### config.mk
export PLATFORM = sky130hd
export DESIGN_NAME = fifo_word_packer
export DESIGN_NICKNAME = d
export VERILOG_FILES = /design/src/rtl/fifo_word_packer.sv
export SDC_FILE = /design/constraint.sdc
export NUM_CORES = 1
export LEC_CHECK = 0
export ABC_AREA = 1
export CORE_MARGIN = 5
export CORE_UTILIZATION = 42
export DETAILED_ROUTE_END_ITERATION = 8
export PLACE_DENSITY = 0.76
export SETUP_SLACK_MARGIN = 0.02
export SYNTH_ARGS = -nofsm -noshare
export SYNTH_HDL_FRONTEND = slang
export SYNTH_SLANG_ARGS = --single-unit
export TNS_END_PERCENT = 1
### constraint.sdc
create_clock -name clk -period 1.2 [get_ports clk]
set_clock_uncertainty 0.05 [all_clocks]
set_input_delay 0.12 -clock clk [delete_from_list [all_inputs] [get_ports clk]]
set_output_delay 0.12 -clock clk [all_outputs]
set_load 0.1 [all_outputs]
### src/rtl/fifo_word_packer.sv
// Packs BYTES_PER_WORD show-ahead FIFO bytes (LSB first) into one word on a valid/ready port.
// Optional partial-word flush after an idle timeout: define FIFO_WORD_PACKER_TIMEOUT_EN.
module fifo_word_packer #(
  parameter int BYTE_WIDTH     = 8,
  parameter int BYTES_PER_WORD = 4,
  parameter int TIMEOUT_CYCLES = 255
) (
  input  logic                                 clk,
  input  logic                                 reset_n,
  input  logic [BYTE_WIDTH-1:0]                fifo_data_out,
  input  logic                                 fifo_data_out_vld,
  output logic                                 fifo_data_pop,
  output logic [BYTE_WIDTH*BYTES_PER_WORD-1:0] word_out,
  output logic                                 word_out_vld,
  input  logic                                 word_out_rdy,
  output logic [$clog2(BYTES_PER_WORD):0]      word_out_nbytes
);

  localparam int CW = $clog2(BYTES_PER_WORD) + 1;
  localparam int IW = $clog2(BYTES_PER_WORD);

  typedef enum logic {FILL, HOLD} state_t;

  state_t                                   state, state_nxt;
  logic [CW-1:0]                            byte_cnt;
  logic [BYTES_PER_WORD-1:0][BYTE_WIDTH-1:0] word_q;
  logic                                     last_slot;
  logic                                     handshake;
  logic                                     flush;

  assign last_slot = (byte_cnt == CW'(BYTES_PER_WORD - 1));
  assign handshake = (state == HOLD) & word_out_rdy;

`ifdef FIFO_WORD_PACKER_TIMEOUT_EN
  localparam int TW = $clog2(TIMEOUT_CYCLES + 1);
  logic [TW-1:0] idle_cnt;

  // Saturates at TIMEOUT_CYCLES; a pop on the flush edge takes priority.
  always_ff @(posedge clk or negedge reset_n) begin
    if (!reset_n)
      idle_cnt <= '0;
    else if (state == HOLD || fifo_data_pop || byte_cnt == '0)
      idle_cnt <= '0;
    else if (!fifo_data_out_vld && idle_cnt != TW'(TIMEOUT_CYCLES))
      idle_cnt <= idle_cnt + 1'b1;
  end

  assign flush = (state == FILL) & (byte_cnt != '0) & ~fifo_data_pop &
                 (idle_cnt == TW'(TIMEOUT_CYCLES));
`else
  assign flush = 1'b0;
`endif

  always_ff @(posedge clk or negedge reset_n) begin
    if (!reset_n) state <= FILL;
    else          state <= state_nxt;
  end

  always_comb begin
    state_nxt = state;
    case (state)
      FILL: if ((fifo_data_pop & last_slot) | flush) state_nxt = HOLD;
      HOLD: if (word_out_rdy) state_nxt = FILL;
      default: state_nxt = FILL;
    endcase
  end

  always_comb begin
    fifo_data_pop   = reset_n & fifo_data_out_vld & ((state == FILL) | word_out_rdy);
    word_out_vld    = (state == HOLD);
    word_out_nbytes = (state == HOLD) ? byte_cnt : '0;
    word_out        = word_q;
  end

  // A handshake retires the word; a same-cycle pop seeds slot 0 of a fresh word.
  always_ff @(posedge clk or negedge reset_n) begin
    if (!reset_n) begin
      word_q   <= '0;
      byte_cnt <= '0;
    end else if (handshake) begin
      word_q <= '0;
      if (fifo_data_pop) begin
        word_q[0] <= fifo_data_out;
        byte_cnt  <= CW'(1);
      end else begin
        byte_cnt  <= '0;
      end
    end else if (fifo_data_pop) begin
      word_q[byte_cnt[IW-1:0]] <= fifo_data_out;
      byte_cnt                 <= byte_cnt + 1'b1;
    end
  end

endmodule

==> flow_summary.ini, run 1 <==
[global_route]
grt_use_met3 = 0.03601
gr-total-overflow = 0
use_met1 = 0.2384
grt_use_total = 0.1987
use_met2 = 0.3498
top_usage_layer = met2
grt_pass1_wl_um = 7921
grt_pass1_vias = 1629
antenna_found_initial = 0
grt_max_degree = 25

[timing]
setup_ws_ns = -0.2714
worstMarginPinSlew_ns = 0.2540
fin_crit_sh = 1.226
min_period_ns = 1.471
slew_headroom = 0.8302
final.setup.tns_ns = -4.956
rsz0062_at_grt = true
fmax_mhz = 679.6
slew_viol_final = 0
finalSetupViolCount = 41
finalHoldViolations = 0

[logic_synthesis]
yosys_warnings = 0
syn-num-nets = 208
ys_seq_area_frac = 0.5526
netlist-cell-type-count = 16
ys_ff_latch = 36
syn_inst = 191
syn_area_um2 = 1630
postSynthAreaPerCell_um2 = 8.536

[clock_network]
htree_levels = 2
cts_tree = yes
path_clk_slew_ns = 0.07
cts_root_buffer = clkbuf_8
clk_latency_ns = 0.29
clock-sinks = 36
cts_buffers = 5
cts.path.max_buffers = 2

[layout]
postLayoutCoreUtil = 0.7653
drive_gt1_frac = 0.3421
synthToLayoutAreaGrowth_pct = 74.44
finalNetCount = 282
final_common_cell = nand2_1
finalNonFillerCells = 314
diodes = 0
mostFrequentLayoutCells = nand2_1, buf_12, dfrtp_1

[setup_path]
endpoint_kind = output pin
path_max_fanout = 3
required_ns = 1.03
crit_path_start_kind = flip-flop
cp.arrival_ns = 1.30
crit_type = reg -> out

[drt]
drtIter0Drc = 112
drt-wirelength-per-cell_um = 15.13
drt_first_pass_iters = 4
ant_nets = 0
wl_um = 4750
num_vias = 1553
drc_errors = 0
via_per_inst = 4.946

[outcome]
status = complete, but fails checks
violations = setup timing

[placed_design]
placed_cells = 303
io_buffers = 48
place_congestion = 0.8029
place_ws_ns = -0.2076
dp_hpwl_um = 3472

[floorplanning]
start_util = 0.4387
dieArea_um2 = 5228
fp.dieW_um = 72.31
dieHeight_um = 72.31
num_rows = 22
pin_count = 49
coreArea_um2 = 3716

[run]
cap_violations = 0

[min_path]
hold_path_class = in -> reg
-- final timing paths --
path / startpoint / endpoint / slack, ns / cells after the start
worst max register to register: word_out_vld / word_out[31] / -0.14 / 8
worst min register to register: word_out[2] / word_out[2] / 0.50 / 2
worst min-delay path: reset_n / byte_cnt[2] / 0.19 / 3
min in group asynchronous: reset_n / byte_cnt[1] / 0.25 / 2
max in group asynchronous: reset_n / word_out[23] / 0.36 / 3
worst max-delay path: word_out_vld / fifo_data_pop / -0.27 / 5
-- area by class of cell --
type                    count  area, um^2
clock buffers               7       86.33
well taps                  48       60.06
flip-flops and latches     36       904.6
fillers                   225       872.1
multi-input cells         132       673.1
inverters                  21       98.84
repair buffers             69        1013
clock inverters             1       7.507
-- per-layer routing --
| layer | up-vias | share of wire |
|---|---|---|
| li1 | 739 | - |
| met1 | 747 | 0.40 |
| met2 | 56 | 0.52 |
| met3 | 11 | 0.057 |
| met4 | 0 | 0.023 |
| met5 | - | 0 |
-- state kept, by name, indices dropped and copies added (netlist names) --
name	cells
byte_cnt	3
word_out	32
word_out_vld	1
-- worst max-delay path, cell delays in order, from the launching register on --
cell and delay, ns:
dfrtp_4 0.51, inv_4 0.07, buf_6 0.10, nor2_4 0.04, nor2_4 0.11, buf_12 0.18
-- stage by stage --
step / hold WS [ns] / cell area [um^2]
after global routing: 0.2110 / 2844
after CTS: 0.1867 / 2829
final: 0.1863 / 2844
after detailed placement: -0.08186 / 2683
after global placement: -0.08580 / 2683
after floorplan: -0.2256 / 1652
-- kinds of logic after synthesis --
family	share of synthesized area
DFF	0.5526
adders and majority gates	0.03837
buffers and inverters	0.06063
and+or+nand+nor	0.3154
AOI/OAI and AO/OA	0.03301
-- synthesized netlist by cell type, drive strengths merged --
cell	count	share of area
nand2	85	0.21
dfrtp	36	0.55
nand3	25	0.080
inv	21	0.054
nor2	10	0.023
ha	5	0.038
o21ai	4	0.012
buf	2	0.0061
a21oi	1	0.010
o21bai	1	0.0069
o22ai	1	0.0038
-- timing repair --
| action | in CTS | in global routing |
|---|---|---|
| endpoints found under the setup margin | 41 | 41 |
| gates cloned | 0 | 0 |
| resized for setup | 14 | 4 |
| hold buffers | 1 | 0 |
| hold endpoints to repair | 36 | 0 |
| buffers inserted | 2 | 0 |
| pin swaps | 2 | 0 |
Power of run 1 is left out: the tool's default activity adds up to more than one toggle a clock period on the data nets, which glitch-free logic cannot reach.
==> run 2: changes to the inputs <==
--- a/config.mk
+++ b/config.mk
@@ -6,7 +6,7 @@
 export NUM_CORES = 1
 export LEC_CHECK = 0
 export ABC_AREA = 1
-export CORE_MARGIN = 5
+export CORE_MARGIN = 2
 export CORE_UTILIZATION = 42
 export DETAILED_ROUTE_END_ITERATION = 8
 export PLACE_DENSITY = 0.76
==> run 2 against run 1 <==
Effect of this change: the flow still finishes with violations (setup timing); sequential share of layout area up 0.28 points; count of clock-buffer cells in the layout is 1 higher; critical endpoint unchanged; largest cell class unchanged; sequential cell count stayed put; utilization shrank 0.11 points; final cell count is 0.64% higher; worst hold slack better by 0.041 ns; via count up 1.5%; routed wire length down 4.8%; final area fell by 0.88%; setup slack improved by 0.021 ns; global-route usage is 3.7 points higher; critical path depth did not move.
==> flow_summary.ini, run 2 (synthesis results as in run 1) <==
[outcome]
status = complete, but fails checks
violations = setup timing

[timing]
finalSetupViolCount = 41
finalHoldViolations = 0
fmax_mhz = 689.6
hold_ws_ns = 0.2276
worstMarginPinSlew_ns = 0.3307
setup_ws_ns = -0.2502
fin_crit_sh = 1.209
rsz0062_at_grt = true
min_period_ns = 1.450
final.setup.tns_ns = -4.743
slew_viol_final = 0
slew_headroom = 0.7794

[drt]
num_vias = 1576
drtIter0Drc = 136
drt-wirelength-per-cell_um = 14.31
drt_first_pass_iters = 4
wl_um = 4522
drc_errors = 0
via_per_inst = 4.987
ant_nets = 0

[global_route]
grt_use_total = 0.2353
grt_pass1_vias = 1663
grt_pass1_wl_um = 7631
gr-total-overflow = 0
grt_max_degree = 19
antenna_found_initial = 0

[setup_path]
path_max_fanout = 3
endpoint_kind = output pin
cp.arrival_ns = 1.28
crit_path_start_kind = flip-flop
cpPeakStageDelay_ns = 0.50
crit_path_frequent_cell = nor2_4
required_ns = 1.03
crit_slowest_cell = dfrtp_4
crit_type = reg -> out
reg2reg_slack_ns = -0.15
path_cells = inv_4, buf_6, nor2_4, nor2_4, buf_12

[floorplanning]
dieHeight_um = 66.31
fp.dieW_um = 66.31
coreArea_um2 = 3689
num_rows = 22
pin_count = 49
dieArea_um2 = 4396
start_util = 0.4420

[placed_design]
placed_cells = 306
place_congestion = 0.8065
io_buffers = 48
dp_hpwl_um = 3388
place_ws_ns = -0.2747

[clock_network]
clk_latency_ns = 0.28
htree_levels = 2
cts_tree = yes
path_clk_slew_ns = 0.07
clock-sinks = 36
cts.path.max_buffers = 2
cts_buffers = 5
cts_root_buffer = clkbuf_8

[layout]
finalNonFillerCells = 316
finalNetCount = 284
mostFrequentLayoutCells = nand2_1, buf_12, dfrtp_1
drive_gt1_frac = 0.3134
final_common_cell = nand2_1
diodes = 0
synthToLayoutAreaGrowth_pct = 72.91
largest_reg_flops = 32

[min_path]
hold_path_class = in -> reg

[run]
cap_violations = 0
## run 2: worst paths after layout
kind                                    from             to  depth (start not counted)
min in group asynchronous            reset_n   word_out_vld                          2
worst min-delay path                 reset_n    byte_cnt[2]                          3
worst max-delay path            word_out_vld  fifo_data_pop                          5
max in group asynchronous            reset_n   word_out[19]                          3
worst min register to register   word_out[0]    word_out[0]                          2
worst max register to register  word_out_vld   word_out[28]                          7
## run 2: layout make-up
cell class	instances	area, um^2
fillers	232	869.6
repair buffers	71	1025
clock buffers	8	90.09
well taps	48	60.06
flip-flops and latches	36	904.6
multi-input cells	132	648.1
inverters	21	91.34
## run 2: repair_timing
| item | in CTS | in global routing |
|---|---|---|
| hold endpoints to repair | 36 | 0 |
| hold buffers | 1 | 0 |
| setup buffers | 1 | 0 |
| gates resized for setup | 2 | 0 |
| pin swaps | 1 | 0 |
| endpoints found under the setup margin | 41 | 41 |
| cloned | 0 | 0 |
## run 2: per-stage QoR
stage / area (um^2) / utilization
floorplan: 1652 / -
global placement: 2705 / 0.7334
detailed placement: 2705 / 0.7334
CTS: 2819 / 0.7642
global route: 2819 / 0.7642
finish: 2819 / 0.7642
## run 2: routing by layer
layer	up-vias	share of wire	global-route usage
met3	10	0.051	0.02726
met4	0	0.022	0.1199
met2	60	0.52	0.3963
li1	741	-	-
met5	-	0	0
met1	765	0.41	0.2966
## run 2: worst max-delay path, delay by kind of cell (launching register included)
family	cells	cell delay, ns
buffers and inverters	3	0.35
AND/OR/NAND/NOR	2	0.13
flip-flops	1	0.50
Power of run 2 is left out for the same reason.
